==> config.mk <==
export PLATFORM = sky130hd
export DESIGN_NAME = fifo_rd_packer_flat
export DESIGN_NICKNAME = d
export VERILOG_FILES = /design/src/rtl/fifo_rd_packer_pkg.sv /design/src/rtl/fifo_rd_packer_if.sv /design/src/rtl/fifo_rd_packer_out_reg.sv /design/src/rtl/fifo_rd_packer.sv /design/src/flat_wrapper.sv
export SDC_FILE = /design/constraint.sdc
export NUM_CORES = 1
export LEC_CHECK = 0
export CAP_MARGIN = 20
export CORE_MARGIN = 4
export CORE_UTILIZATION = 55
export CTS_BUF_LIST = sky130_fd_sc_hd__clkbuf_16
export DETAILED_ROUTE_END_ITERATION = 10
export PLACE_DENSITY = 0.86
export SYNTH_ARGS = -nofsm -noshare
export SYNTH_HDL_FRONTEND = slang
export SYNTH_HIERARCHICAL = 1
export SYNTH_SLANG_ARGS = --single-unit
==> constraint.sdc <==
create_clock -name clk -period 6.15 [get_ports clk]
set_input_delay 1.23 -clock clk [delete_from_list [all_inputs] [get_ports clk]]
set_output_delay 1.23 -clock clk [all_outputs]
set_load 0.02 [all_outputs]
==> src/rtl/fifo_rd_packer_pkg.sv <==
// Shared definitions for the FIFO read-side packer.
//
// Contents:
//   FIFO_WIDTH_DEF / FIFO_DEPTH_DEF / PACK_RATIO_DEF - default sizes of the FIFO
//                                                      and of the packer
//   pk_state_e - packer control state (FILL: reading and packing,
//                FLUSH: draining a partial beat)
//   keep_bit   - keep-mask helper: a slot is valid when its index is below
//                the number of captured words
package fifo_rd_packer_pkg;

  localparam int FIFO_WIDTH_DEF = 16;
  localparam int FIFO_DEPTH_DEF = 8;
  localparam int PACK_RATIO_DEF = 2;

  typedef enum logic [0:0] {
    FILL  = 1'b0,
    FLUSH = 1'b1
  } pk_state_e;

  // One bit of the keep mask (1 << cnt) - 1, evaluated per slot so callers
  // of any PACK_RATIO can build their mask without width juggling.
  function automatic logic keep_bit(input int unsigned slot, input int unsigned cnt);
    return slot < cnt;
  endfunction

endpackage

==> src/rtl/fifo_rd_packer_if.sv <==
// Packed-beat stream between the packer and its sink.
//
// Signals:
//   m_data  - packed beat, slot k occupies bits [k*W +: W]
//   m_keep  - one valid bit per slot
//   m_valid - beat valid (driven by the packer)
//   m_ready - sink accepts the beat (driven by the sink)
// Modports:
//   master - packer side
//   slave  - sink side
interface fifo_rd_packer_if #(
  parameter int DATA_W = 32,
  parameter int KEEP_W = 2
);

  logic [DATA_W-1:0] m_data;
  logic [KEEP_W-1:0] m_keep;
  logic              m_valid;
  logic              m_ready;

  modport master (
    output m_data,
    output m_keep,
    output m_valid,
    input  m_ready
  );

  modport slave (
    input  m_data,
    input  m_keep,
    input  m_valid,
    output m_ready
  );

endinterface

==> src/rtl/fifo_rd_packer_out_reg.sv <==
// Output holding register of the packer (module fifo_pack_out_reg).
// Holds one packed beat on a valid/ready port; the beat stays stable until
// the sink accepts it.
//
// Ports:
//   clk       in  system clock, rising edge
//   rst_n     in  asynchronous active-low reset
//   load      in  capture load_data/load_keep and raise m_valid
//   load_data in  beat to present
//   load_keep in  slot-valid mask to present
//   free      out register can take a new beat this cycle
//   beat      master modport of fifo_rd_packer_if
module fifo_pack_out_reg #(
  parameter int DATA_W = 32,
  parameter int KEEP_W = 2
) (
  input  logic              clk,
  input  logic              rst_n,
  input  logic              load,
  input  logic [DATA_W-1:0] load_data,
  input  logic [KEEP_W-1:0] load_keep,
  output logic              free,
  fifo_rd_packer_if.master  beat
);

  // Free when empty, or when the current beat leaves this very cycle, so a
  // new beat can follow back-to-back without a bubble.
  assign free = !beat.m_valid || beat.m_ready;

  // Beat register: load wins over accept, since a load is only issued when
  // the register is free.
  always_ff @(posedge clk or negedge rst_n) begin
    if (!rst_n) begin
      beat.m_valid <= 1'b0;
      beat.m_data  <= '0;
      beat.m_keep  <= '0;
    end else if (load) begin
      beat.m_valid <= 1'b1;
      beat.m_data  <= load_data;
      beat.m_keep  <= load_keep;
    end else if (beat.m_ready) begin
      beat.m_valid <= 1'b0;
    end
  end

endmodule

==> src/rtl/fifo_rd_packer.sv <==
// Downstream drain stage of the FIFO: reads words with one-cycle read
// latency, packs PACK_RATIO words into one wide beat (first word in the
// LSB slot) and presents it on a valid/ready stream. A flush pulse emits
// whatever has been captured as a partial beat with a per-word keep mask.
//
// Ports:
//   clk            in  system clock, rising edge
//   rst_n          in  asynchronous active-low reset (shared with the FIFO)
//   fifo_data_out  in  FIFO read data, valid the cycle after rd_en && !empty
//   fifo_empty     in  FIFO empty flag
//   fifo_underflow in  FIFO underflow flag
//   fifo_rd_en     out FIFO read enable
//   beat           master modport of fifo_rd_packer_if (m_data/m_keep/m_valid/m_ready)
//   flush          in  one-cycle pulse: drain a partial beat
//   flush_done     out one-cycle pulse: flush finished
//   err_underflow  out sticky: FIFO underflow seen since reset
//
// Optional feature, macro FIFO_RD_PACKER_STATS_EN:
//   stat_beats   out [31:0] accepted beats (wraps)
//   stat_partial out [15:0] accepted partial beats (wraps)
module fifo_rd_packer
  import fifo_rd_packer_pkg::*;
#(
  parameter int FIFO_WIDTH = FIFO_WIDTH_DEF,
  parameter int PACK_RATIO = PACK_RATIO_DEF
) (
  input  logic                  clk,
  input  logic                  rst_n,
  input  logic [FIFO_WIDTH-1:0] fifo_data_out,
  input  logic                  fifo_empty,
  input  logic                  fifo_underflow,
  output logic                  fifo_rd_en,
  fifo_rd_packer_if.master      beat,
  input  logic                  flush,
  output logic                  flush_done,
  output logic                  err_underflow
`ifdef FIFO_RD_PACKER_STATS_EN
  ,
  output logic [31:0]           stat_beats,
  output logic [15:0]           stat_partial
`endif
);

  localparam int CW = $clog2(PACK_RATIO + 1);
  localparam logic [CW-1:0] RATIO_CNT = CW'(PACK_RATIO);
  localparam logic [CW:0]   RATIO_EXT = (CW + 1)'(PACK_RATIO);

  pk_state_e state;
  pk_state_e state_next;

  logic [CW-1:0]                    wcnt;
  logic                             rd_pend;
  logic [FIFO_WIDTH-1:0]            acc [PACK_RATIO];
  logic [CW:0]                      fill_lvl;
  logic                             acc_full;
  logic                             out_free;
  logic                             load;
  logic [FIFO_WIDTH*PACK_RATIO-1:0] load_data;
  logic [PACK_RATIO-1:0]            load_keep;

  // Words already captured plus the one still in flight; reads stop once
  // that covers every slot, so landing data never has to be refused.
  assign fill_lvl = {1'b0, wcnt} + {{CW{1'b0}}, rd_pend};
  assign acc_full = (wcnt == RATIO_CNT);

  // rst_n gates the read so no read is requested while reset is held;
  // flush blocks reads in the same cycle it arrives.
  assign fifo_rd_en = rst_n && (state == FILL) && !flush && !fifo_empty &&
                      (fill_lvl < RATIO_EXT);

  // Control FSM: FILL transfers full beats; FLUSH waits for the in-flight
  // read to land, then sends what is there (or nothing) and signals done.
  always_comb begin
    state_next = state;
    load       = 1'b0;
    flush_done = 1'b0;
    case (state)
      FILL: begin
        if (acc_full && out_free) begin
          load = 1'b1;
        end
        if (flush) begin
          state_next = FLUSH;
        end
      end
      FLUSH: begin
        if (!rd_pend) begin
          if (wcnt != '0) begin
            if (out_free) begin
              load       = 1'b1;
              flush_done = 1'b1;
              state_next = FILL;
            end
          end else begin
            flush_done = 1'b1;
            state_next = FILL;
          end
        end
      end
      default: state_next = FILL;
    endcase
  end

  // Beat assembly: slots at or above wcnt are zeroed so a partial beat
  // never exposes stale words from an earlier beat.
  always_comb begin
    load_data = '0;
    load_keep = '0;
    for (int k = 0; k < PACK_RATIO; k++) begin
      load_keep[k] = keep_bit(k, 32'(wcnt));
      load_data[k*FIFO_WIDTH +: FIFO_WIDTH] = load_keep[k] ? acc[k] : '0;
    end
  end

  always_ff @(posedge clk or negedge rst_n) begin
    if (!rst_n) begin
      state <= FILL;
    end else begin
      state <= state_next;
    end
  end

  // Read-latency tracker: a word arrives the cycle after an accepted read.
  always_ff @(posedge clk or negedge rst_n) begin
    if (!rst_n) begin
      rd_pend <= 1'b0;
    end else begin
      rd_pend <= fifo_rd_en && !fifo_empty;
    end
  end

  // Slot counter: a transfer and a landing never share a cycle, because
  // a full accumulator implies no read is in flight.
  always_ff @(posedge clk or negedge rst_n) begin
    if (!rst_n) begin
      wcnt <= '0;
    end else if (load) begin
      wcnt <= '0;
    end else if (rd_pend) begin
      wcnt <= wcnt + CW'(1);
    end
  end

  // Accumulator: landing word goes into slot wcnt.
  always_ff @(posedge clk or negedge rst_n) begin
    if (!rst_n) begin
      for (int k = 0; k < PACK_RATIO; k++) begin
        acc[k] <= '0;
      end
    end else begin
      for (int k = 0; k < PACK_RATIO; k++) begin
        if (rd_pend && (wcnt == CW'(k))) begin
          acc[k] <= fifo_data_out;
        end
      end
    end
  end

  // Sticky underflow flag, cleared only by reset.
  always_ff @(posedge clk or negedge rst_n) begin
    if (!rst_n) begin
      err_underflow <= 1'b0;
    end else if (fifo_underflow) begin
      err_underflow <= 1'b1;
    end
  end

  fifo_pack_out_reg #(
    .DATA_W (FIFO_WIDTH * PACK_RATIO),
    .KEEP_W (PACK_RATIO)
  ) u_out_reg (
    .clk       (clk),
    .rst_n     (rst_n),
    .load      (load),
    .load_data (load_data),
    .load_keep (load_keep),
    .free      (out_free),
    .beat      (beat)
  );

`ifdef FIFO_RD_PACKER_STATS_EN
  // Counters advance on accepted beats; keep masks are contiguous from
  // slot 0, so a clear top bit marks a partial beat.
  always_ff @(posedge clk or negedge rst_n) begin
    if (!rst_n) begin
      stat_beats   <= '0;
      stat_partial <= '0;
    end else if (beat.m_valid && beat.m_ready) begin
      stat_beats <= stat_beats + 32'd1;
      if (!beat.m_keep[PACK_RATIO-1]) begin
        stat_partial <= stat_partial + 16'd1;
      end
    end
  end
`endif

endmodule
==> src/flat_wrapper.sv <==
// flat-port wrapper written by rule: the top's interface ports become plain ports
module fifo_rd_packer_flat import fifo_rd_packer_pkg::*;
#(
  parameter int FIFO_WIDTH = FIFO_WIDTH_DEF,
  parameter int PACK_RATIO = PACK_RATIO_DEF
)
  (clk, rst_n, fifo_data_out, fifo_empty, fifo_underflow, fifo_rd_en, flush, flush_done, err_underflow, beat_m_data, beat_m_keep, beat_m_valid, beat_m_ready);
  fifo_rd_packer_if beat_i ();
  input  logic clk;
  input  logic rst_n;
  input  logic [FIFO_WIDTH-1:0] fifo_data_out;
  input  logic fifo_empty;
  input  logic fifo_underflow;
  output logic fifo_rd_en;
  input  logic flush;
  output logic flush_done;
  output logic err_underflow;
  output wire logic [$bits(beat_i.m_data)-1:0] beat_m_data;
  output wire logic [$bits(beat_i.m_keep)-1:0] beat_m_keep;
  output wire logic [$bits(beat_i.m_valid)-1:0] beat_m_valid;
  input wire logic [$bits(beat_i.m_ready)-1:0] beat_m_ready;
  assign beat_m_data = beat_i.m_data;
  assign beat_m_keep = beat_i.m_keep;
  assign beat_m_valid = beat_i.m_valid;
  assign beat_i.m_ready = beat_m_ready;
  fifo_rd_packer #(.FIFO_WIDTH(FIFO_WIDTH), .PACK_RATIO(PACK_RATIO)) u_core (.clk(clk), .rst_n(rst_n), .fifo_data_out(fifo_data_out), .fifo_empty(fifo_empty), .fifo_underflow(fifo_underflow), .fifo_rd_en(fifo_rd_en), .beat(beat_i), .flush(flush), .flush_done(flush_done), .err_underflow(err_underflow));
endmodule
==> metrics.txt <==
status=finished, final reports clean; Arr. time, crit path=around 2.9 ns; Fmax=roughly 240 MHz; CTS tree=done; DRT Wirelength=6.323 mm; Final setup viols=0; vias in the first global route=about 2,000; Layout Nets=just under 300; WL per Instance=approximately 18 um; CTS Buf Count=9; DRC errors left=0; CTS Buffer Depth=2; Seq/Total Area, Yosys=0.5528; xor/xnor share of the synthesized area=0.002687; H-Tree Depth=3; Hold Path Class=reg -> reg; Fin Setup TNS=0 ns; largest family of logic cells by synthesized area=multiplexers; total gr overflow=0; hold buffers post-CTS=0; root buffer cell=clkbuf_16; Vias/cell=around 5.3; pin count of the biggest net entering global routing=74; post-cts sizing count=0; Top FF cell, synth=dfrtp_1; RSZ-0062 raised after global routing=no; DIE WIDTH=around 85 um; gr usage total=0.1864; GPL Wtd Cong=0.7247; TritonRoute pass-1 iters=4; IO Count=60; final worst setup slack=2.041 ns; number of diodes=0; Final Hold Viols=0; Setup WS pre-CTS=roughly 2.0 ns; compound-gate portion of the synthesized area=0.005374; ANT nets after route=0; Post-Syn Area per Cell=approximately 16 um^2; PortBufs=59; die area=7222 um^2; clock-pin transition on the worst setup and hold timing paths=around 0.050 ns; leakage power=0.001945 uW; Max Slew Vio Count=0; num rows=27; Max-Slew Margin vs Limit=0.3640; dpl cell area=about 3800 um^2; asr flop ratio synth=1.000; fraction of layout cells with a size suffix above 1=0.3272; initial core utilization=0.5777; Synth cell types=24; max-cap violations=0; Synth warnings=6; Max VDD drop=around 0.00026 V; Post-Synth Simple-Gate Area=0.09904; clock skew=between 0.003 and 0.004 ns; adder-cell share of the synthesized area=0.01152; Core ar.=about 5600 um^2; fin util=0.7365; synthesis-stage register bit count=72; first-pass GRT wire length=approximately 10 mm; Worst EP required=just under 5 ns; Setup crit start kind=input port; Area Overhead vs Synth=27.49%; min Tclk post-route=between 4 and 5 ns; Syn Inst Count=206; mux contribution to synthesized area=0.2875; placed wire-length estimate=3.813 mm; # fillers=384; Worst-Margin Slew=0.9540 ns; initial antenna violation count=0; Starting DRT DRC Count=88; CTS Sinks=around 70; DR vias=about 1,800; syn nets=~230; worst-path fanout max=2; Die H=around 85 um; pwr dens=around 530 nW/um^2; clk_lat worst skew=approximately 0.33 ns; Critical Path End Type=output port; crit path kind=in -> out; Post-synth EDFFs=0; final worst path period share=0.6681; setup repair bufs after CTS=0; synthesized area=3259 um^2; final instance area=4155 um^2; Power Total=2189 uW
Yosys cell counts (3+ instances only):
library cell	instances	area, um^2
mux2_4	49	735.7
nor2b_1	16	100.1
inv_1	3	11.26
buf_6	4	45.04
dfrtp_1	72	1802
nand2b_1	3	18.77
ha_1	3	37.54
mux2_2	17	191.4
and2_1	16	100.1
buf_12	3	60.06
worst max-delay path, stage by stage:
cell             delay [ns]
clkdlybuf4s50_1        0.43
a211o_1                0.29
nor4b_1                0.27
clkdlybuf4s50_1        0.67
power by group:
| group | internal [uW] | switching [uW] | total, uW |
|---|---|---|---|
| Clock | 352 | 191 | 543 |
| Sequential | 670 | 126 | 796 |
| Combinational | 501 | 349 | 850 |
| Total | 1520 | 667 | 2190 |
final timing paths:
path	startpoint	end	slack, ns	depth (start not counted)
worst max-delay path	flush	fifo_rd_en	2.04	4
worst min-delay path	u_core/err_underflow$_DFFE_PN0P_	u_core/err_underflow$_DFFE_PN0P_	0.48	1
worst max register to register	u_core/wcnt[1]$_DFFE_PN0P_	u_core/u_out_reg/beat.m_data[30]$_DFFE_PN0P_	2.98	6
worst min register to register	u_core/err_underflow$_DFFE_PN0P_	u_core/err_underflow$_DFFE_PN0P_	0.48	1
max in group asynchronous	rst_n	u_core/acc[15]$_DFFE_PN0P_	4.43	2
min in group asynchronous	rst_n	u_core/u_out_reg/beat.m_data[25]$_DFFE_PN0P_	1.14	2
metal layers:
| metal | wire length, um | vias up | global-route usage |
|---|---|---|---|
| met5 | 0 | - | 0 |
| met2 | 3164 | 47 | 0.2959 |
| li1 | - | 823 | - |
| met1 | 2788 | 934 | 0.2440 |
| met4 | 113 | 0 | 0.08633 |
| met3 | 256 | 10 | 0.04078 |
flip-flops by register name, summed over array words and instances, names as in the netlist:
register / count
u_core/err_underflow: 1
u_core/u_out_reg/beat.m_valid: 1
u_core/acc: 32
u_core/u_out_reg/beat.m_data: 32
u_core/u_out_reg/beat.m_keep: 2
u_core/rd_pend: 1
u_core/wcnt: 2
u_core/state: 1
kinds of logic after synthesis:
kind of cell             count (synthesis)
adder cells (fa/ha/maj)                  3
flip-flops                              72
XOR/XNOR                                 1
AND/OR/NAND/NOR                         47
multiplexers                            67
AO/OA/AOI/OAI                            2
buffers and inverters                   14
cells in the final DEF (no fill, tap or decap):
cell and instances:
a211o_1 1, and2_1 16, and3b_1 1, buf_12 1, buf_4 2, bufinv_16 2, clkbuf_16 9, clkdlybuf4s50_1 58
clkinv_2 3, clkinv_4 1, dfrtp_1 72, ha_1 3, inv_1 4, mux2_2 17, mux2_4 49, mux2i_1 1
nand2_4 2, nand2b_1 3, nor2_1 2, nor2b_1 16, nor3_1 2, nor4b_1 2, nor4bb_4 1, o22a_1 1
or2_2 2, xnor2_1 1
layout make-up:
class,instances,area (um^2),area share
well taps,72,90.09,0.02168
inverters,3,11.26,0.002710
clock inverters,7,87.58,0.02108
flip-flops and latches,72,1802,0.4336
repair buffers,61,615.6,0.1481
multi-input cells,120,1324,0.3186
clock buffers,9,225.2,0.05420
stage by stage:
| step | std cells | hold WS, ns |
|---|---|---|
| 6_report | 344 | 0.4836 |
| 2_1_floorplan | 206 | 0.4710 |
| 3_3_place_gp | 327 | 0.4495 |
| 3_5_place_dp | 327 | 0.4754 |
| 4_1_cts | 343 | 0.4896 |
| 5_1_grt | 344 | 0.5042 |
(Power assumes the default switching activity.)
